`src/rtl/datapath_pkg.sv`:
```
// Shared definitions for the ARM datapath pipeline stages: select-encoding
// modes, the two-entry skid buffer state names and a constant-foldable clog2.
package datapath_pkg;

  localparam int SEL_BINARY = 0;
  localparam int SEL_ONEHOT = 1;

  // Skid buffer occupancy, encoded as {main_valid, skid_valid}.
  typedef enum logic [1:0] {
    SKID_EMPTY = 2'b00,
    SKID_MAIN  = 2'b10,
    SKID_FULL  = 2'b11
  } skid_state_e;

  // Smallest r with 2**r >= n; used to size binary select codes.
  function automatic int clog2(input int n);
    int r;
    r = 0;
    for (int i = 0; i < 31; i++) begin
      if ((1 << i) < n) r = i + 1;
    end
    return r;
  endfunction

endpackage

```
`src/rtl/skid_buf_2.sv`:
```
// Two-entry skid buffer with a fully registered valid/ready handshake.
// The main entry drives the outputs; the skid entry catches the beat that
// arrives in the cycle the downstream stalls, so in_ready never depends
// combinationally on out_ready.
module skid_buf_2
  import datapath_pkg::*;
#(
  parameter int W = 33
) (
  input  logic         clk,
  input  logic         reset_n,
  input  logic [W-1:0] in_data,
  input  logic         in_valid,
  output logic         in_ready,
  output logic [W-1:0] out_data,
  output logic         out_valid,
  input  logic         out_ready
);

  logic [W-1:0] main_data;
  logic [W-1:0] skid_data;
  logic         main_valid;
  logic         skid_valid;
  logic         accept;
  logic         consume;

  assign accept  = in_valid & in_ready;
  assign consume = main_valid & out_ready;

  // Occupancy state machine; the state is the pair of entry valid bits.
  // NOTE: sequential state uses non-blocking assignments so every register
  // samples the pre-edge values and simulation matches the synthesised flops.
  always_ff @(posedge clk or negedge reset_n) begin
    if (!reset_n) begin
      // NOTE: the data registers are reset too, because out_data must read 0
      // during reset; storage that is never observed before being written
      // would normally be left unreset.
      main_valid <= 1'b0;
      skid_valid <= 1'b0;
      main_data  <= '0;
      skid_data  <= '0;
    end else begin
      case ({main_valid, skid_valid})
        SKID_EMPTY: begin
          if (accept) begin
            main_data  <= in_data;
            main_valid <= 1'b1;
          end
        end
        SKID_MAIN: begin
          if (accept && consume) begin
            main_data <= in_data;
          end else if (accept) begin
            skid_data  <= in_data;
            skid_valid <= 1'b1;
          end else if (consume) begin
            main_valid <= 1'b0;
          end
        end
        SKID_FULL: begin
          if (consume) begin
            main_data  <= skid_data;
            skid_valid <= 1'b0;
          end
        end
        default: begin
          // Skid-only occupancy is unreachable; fall back to empty.
          main_valid <= 1'b0;
          skid_valid <= 1'b0;
        end
      endcase
    end
  end

  assign in_ready  = !skid_valid;
  assign out_valid = main_valid;
  assign out_data  = main_data;

endmodule

```
`src/rtl/mux_nto1_pipe.sv`:
```
// N:1 operand-select stage for the ARM datapath. Decodes a binary or
// one-hot select, flags illegal codes, and registers {err, data} behind a
// two-entry skid buffer so the stage drops cleanly between pipeline stages.
module mux_nto1_pipe
  import datapath_pkg::*;
#(
  parameter int  WIDTH    = 32,
  parameter int  NUM_IN   = 4,
  parameter int  SEL_MODE = SEL_BINARY,
  localparam int SEL_W    = (SEL_MODE == SEL_ONEHOT) ? NUM_IN : clog2(NUM_IN)
) (
  input  logic                    clk,
  input  logic                    reset_n,
  input  logic [NUM_IN*WIDTH-1:0] in_data,
  input  logic [SEL_W-1:0]        in_sel,
  input  logic                    in_valid,
  output logic                    in_ready,
  output logic [WIDTH-1:0]        out_data,
  output logic                    out_sel_err,
  output logic                    out_valid,
  input  logic                    out_ready
);

  logic [WIDTH-1:0] sel_data;
  logic             sel_err;
  logic [WIDTH:0]   buf_out;

  if (SEL_MODE == SEL_ONEHOT) begin : g_onehot
    // One-hot decode: exactly one set bit picks an operand, anything else is illegal.
    // NOTE: both outputs get a default before any branch, so no path leaves
    // them unassigned and no latch is inferred.
    always_comb begin
      sel_data = '0;
      sel_err  = 1'b1;
      if ($countones(in_sel) == 1) begin
        for (int i = 0; i < NUM_IN; i++) begin
          if (in_sel[i]) begin
            sel_data = in_data[i*WIDTH +: WIDTH];
            sel_err  = 1'b0;
          end
        end
      end
    end
  end else begin : g_binary
    // Binary decode: codes NUM_IN..2**SEL_W-1 match no operand and stay illegal.
    always_comb begin
      sel_data = '0;
      sel_err  = 1'b1;
      for (int i = 0; i < NUM_IN; i++) begin
        if (in_sel == SEL_W'(i)) begin
          sel_data = in_data[i*WIDTH +: WIDTH];
          sel_err  = 1'b0;
        end
      end
    end
  end

  // The error flag rides in the payload so it stays paired with its data.
  skid_buf_2 #(
    .W(WIDTH + 1)
  ) u_skid (
    .clk      (clk),
    .reset_n  (reset_n),
    .in_data  ({sel_err, sel_data}),
    .in_valid (in_valid),
    .in_ready (in_ready),
    .out_data (buf_out),
    .out_valid(out_valid),
    .out_ready(out_ready)
  );

  assign out_sel_err = buf_out[WIDTH];
  assign out_data    = buf_out[WIDTH-1:0];

endmodule

```
`config.mk`:
```
export PLATFORM = sky130hd
export DESIGN_NAME = mux_nto1_pipe
export DESIGN_NICKNAME = d
export VERILOG_FILES = /design/src/rtl/datapath_pkg.sv /design/src/rtl/skid_buf_2.sv /design/src/rtl/mux_nto1_pipe.sv
export SDC_FILE = /design/constraint.sdc
export NUM_CORES = 1
export LEC_CHECK = 0
export ABC_AREA = 1
export CAP_MARGIN = 15
export CORE_ASPECT_RATIO = 0.8
export CORE_MARGIN = 2
export CORE_UTILIZATION = 47
export CTS_BUF_LIST = sky130_fd_sc_hd__clkbuf_2 sky130_fd_sc_hd__clkbuf_4 sky130_fd_sc_hd__clkbuf_8
export DETAILED_ROUTE_END_ITERATION = 8
export PLACE_DENSITY = 0.95
export REMOVE_ABC_BUFFERS = 1
export SKIP_CTS_REPAIR_TIMING = 1
export SYNTH_ARGS = -nofsm -noshare
export SYNTH_HDL_FRONTEND = slang
export SYNTH_SLANG_ARGS = --single-unit
```
`constraint.sdc`:
```
create_clock -name clk -period 2.2 [get_ports clk]
set_input_delay 0.55 -clock clk [delete_from_list [all_inputs] [get_ports clk]]
set_output_delay 0.55 -clock clk [all_outputs]
set_load 0.02 [all_outputs]
```
==> results of run 1 <==
==> final timing paths <==
path / from / endpoint / slack (ps) / cells after the start
min in group clk: u_skid.out_data[6] / u_skid.out_data[6] / 480 / 2
setup / recovery: u_skid.skid_valid / in_ready / 230 / 2
max in group asynchronous: reset_n / u_skid.out_data[2] / 1670 / 2
hold / removal: reset_n / u_skid.out_data[24] / 220 / 2
setup reg to reg: u_skid.skid_valid / u_skid.out_data[26] / 670 / 6
hold reg to reg: u_skid.out_data[6] / u_skid.out_data[6] / 480 / 2
==> stage by stage <==
step	setup TNS, ps	worst slack [ps]	total power (uW)
final	0	228	4220
after global routing	0	177	4490
after CTS	0	207	4240
after detailed placement	0	98.8	3370
after global placement	0	176	3290
after floorplan	-65070	-1970	2520
==> worst register-to-register path, stage by stage, from the launching register on <==
cell and delay, ps:
dfrtp_1 400, nand2_2 80, buf_4 530, nor2_1 130, nor2_1 160, nand2_1 90
nand2_1 80
==> area by class of cell <==
cell class / instances / area (sq um)
fillers: 618 / 2170
multi-input cells: 461 / 2000
repair buffers: 177 / 1780
flip-flops and latches: 68 / 1700
clock buffers: 11 / 145
well taps: 108 / 135
inverters: 8 / 30.0
clock inverters: 3 / 15.0
==> power groups by stage <==
stage / combinational (uW) / sequential [uW] / clock [uW]
detailed placement: 1580 / 1790 / 0
finish: 1580 / 1780 / 865
global placement: 1530 / 1770 / 0
floorplan: 555 / 1970 / 0
CTS: 1590 / 1780 / 882
global route: 1730 / 1820 / 935
==> layout by cell type, fill, tap and decap left out, drive strengths merged <==
cell           netlist  final
or2                 32     32
nor2                68     68
nand3               64     64
nand2              229    229
a21oi                2      2
clkbuf              16     11
buf                 23     12
o31ai                1      1
dfrtp               68     68
clkdlybuf4s50        0    165
inv                  8      8
o21ai               65     65
clkinv               0      3
==> flip-flops by register name, summed over array words and instances (netlist names) <==
signal	cells
u_skid.out_data	33
u_skid.out_valid	1
u_skid.skid_data	33
u_skid.skid_valid	1
==> per-layer routing <==
layer | track usage, % | vias to the layer above | wire length [microns]
met5 | 0 | - | 13
met4 | 8.85 | 2 | 148
met3 | 6.61 | 16 | 1020
met2 | 47.9 | 190 | 5810
met1 | 31.5 | 1990 | 4860
li1 | - | 2116 | -
==> cell families after synthesis <==
| kind of cell | synth area share, % |
|---|---|
| simple gates | 42.2 |
| flops | 43.7 |
| compound gates | 8.80 |
| buf+inv | 5.36 |
==> key figures, run 1 <==
Status
  – Status: finished clean

Clock tree
  – H-tree Lvls: 3
  – CTS Buf Count: 9
  – Clk sinks: a little under 70
  – Clock-pin slew on the worst setup and hold paths: 70 ps
  – CTS Buffer Depth: 2
  – Skew-Pair Late Insertion Delay: roughly 330 ps
  – CTS tree: yes
  – Root buf cell: clkbuf_8

STA
  – Pin slew with the least headroom to its limit: 663 ps
  – Hold slack: 225 ps
  – Slew HR: roughly 56%
  – Max Freq: about 500 MHz
  – Period utilization: 89.6%
  – Tmin final: around 2000 ps
  – Final Hold Fails: 0
  – Pins over their slew limit: 0
  – Unrepaired setup endpoints after global routing: no
  – Clock skew: between 10 and 15 ps
  – # setup viols final: 0

Logic synthesis
  – Post-Syn Instances: 576
  – Most used DFF post-synth: dfrtp_1
  – Synth async-reset ratio: 100%
  – Cell with the most instances after synthesis: nand2_1
  – Leading post-synthesis cells by instance count: nand2_1 (228), dfrtp_1 (68), nor2_1 (66)
  – Synthesized area: 3900 sq um
  – Avg Cell Area, Syn: between 6 and 7 sq um
  – Unique cell type count in the Yosys netlist: 19
  – Yosys top cell area share: between 40% and 50%
  – Seq/Total Area, Yosys: 43.7%
  – Synth Warn #: 0
  – Number of enable flip-flop cells after synthesis: 0
  – #FFs+latches synth: 68
  – Dominant cells by area after synthesis: dfrtp_1 (44%), nand2_1 (22%), nand3_1 (8.2%), nor2_1 (6.4%), o21ai_0 (5.8%)
  – Cell taking the most area after synthesis: dfrtp_1

Flow run
  – Max-cap violations: 0

Layout
  – Fin nets: 859
  – Ant. Diodes: 0
  – Layout cells sized above 1: 4.81%
  – Post-Layout Cell Count: 836
  – Layout Area Growth over Synthesis: 49.2%
  – Post-route cell area: 5810 sq um
  – Finished Core Util: 72.8%

Placed design
  – Dpl cells: 822
  – Buffers on Ports: 168
  – Detailed Place HPWL: approximately 8.5 mm
  – Post-placement cell area: 5650 sq um
  – Placer's final routability congestion estimate: 0.798

Power
  – Switching power total: around 1400 uW
  – Internal Power: 2770 uW
  – Logic pwr share: 37.4%
  – Sequential Power Share: between 40% and 50%
  – Switching part of the total power: between 30% and 40%
  – Clock Power Share: 20.5%
  – PD cells: just over 700 nW/um^2
  – LEAKAGE: 0.00279 uW
  – Max rail drop VDD: 0.354 mV

Drt
  – Final ANT Viol Nets: 0
  – TritonRoute pass-1 iters: 5
  – Post-DR wirelength/cell: roughly 14 microns
  – DR vias: 4314
  – Routed vias/inst: 5.16
  – Total Wirelength: 11.8 mm
  – DRT iter0 DRCs: 260
  – # DRC: 0

Critical path
  – Setup crit end kind: primary output
  – Max incr delay on CP: 610 ps
  – Top Family by Delay on Critical Path: buffers and inverters
  – Critical Path RT: 1650 ps
  – Setup CP Type: reg2out
  – Setup crit start kind: register
  – CP max-delay cell: clkdlybuf4s50_1
  – Worst Path Max Fanout: 3
  – Cell chain of the critical path: inv_1 -> clkdlybuf4s50_1
  – CP Buf/Inv Count: 2
  – Crit path DAT: 1420 ps

Global routing
  – Number of global-route vias before repair: 4283
  – Gr ovfl total: 0
  – First-pass GRT wire length: 19.3 mm
  – Initial antenna violation count: 1
  – Global Route Usage Sum: 26.7%
  – Largest net degree at the start of global routing: around 70

Floorplanning
  – Row Count: 29
  – Die area: 9040 sq um
  – Die H: 85.4 microns
  – Core Box Area: approximately 8000 sq um
  – Die width: ~110 microns
  – Initial Utilization: between 40% and 50%
  – Ports: 169

Worst hold path
  – Worst Hold Class: in2async
(Power assumes the default switching activity.)
==> run 2, diff against run 1 <==
HOLD_SLACK_MARGIN = 0.15   (was not set)
==> results of run 2 <==
No change in the layout: final DEF, timing and power equal those of run 1.
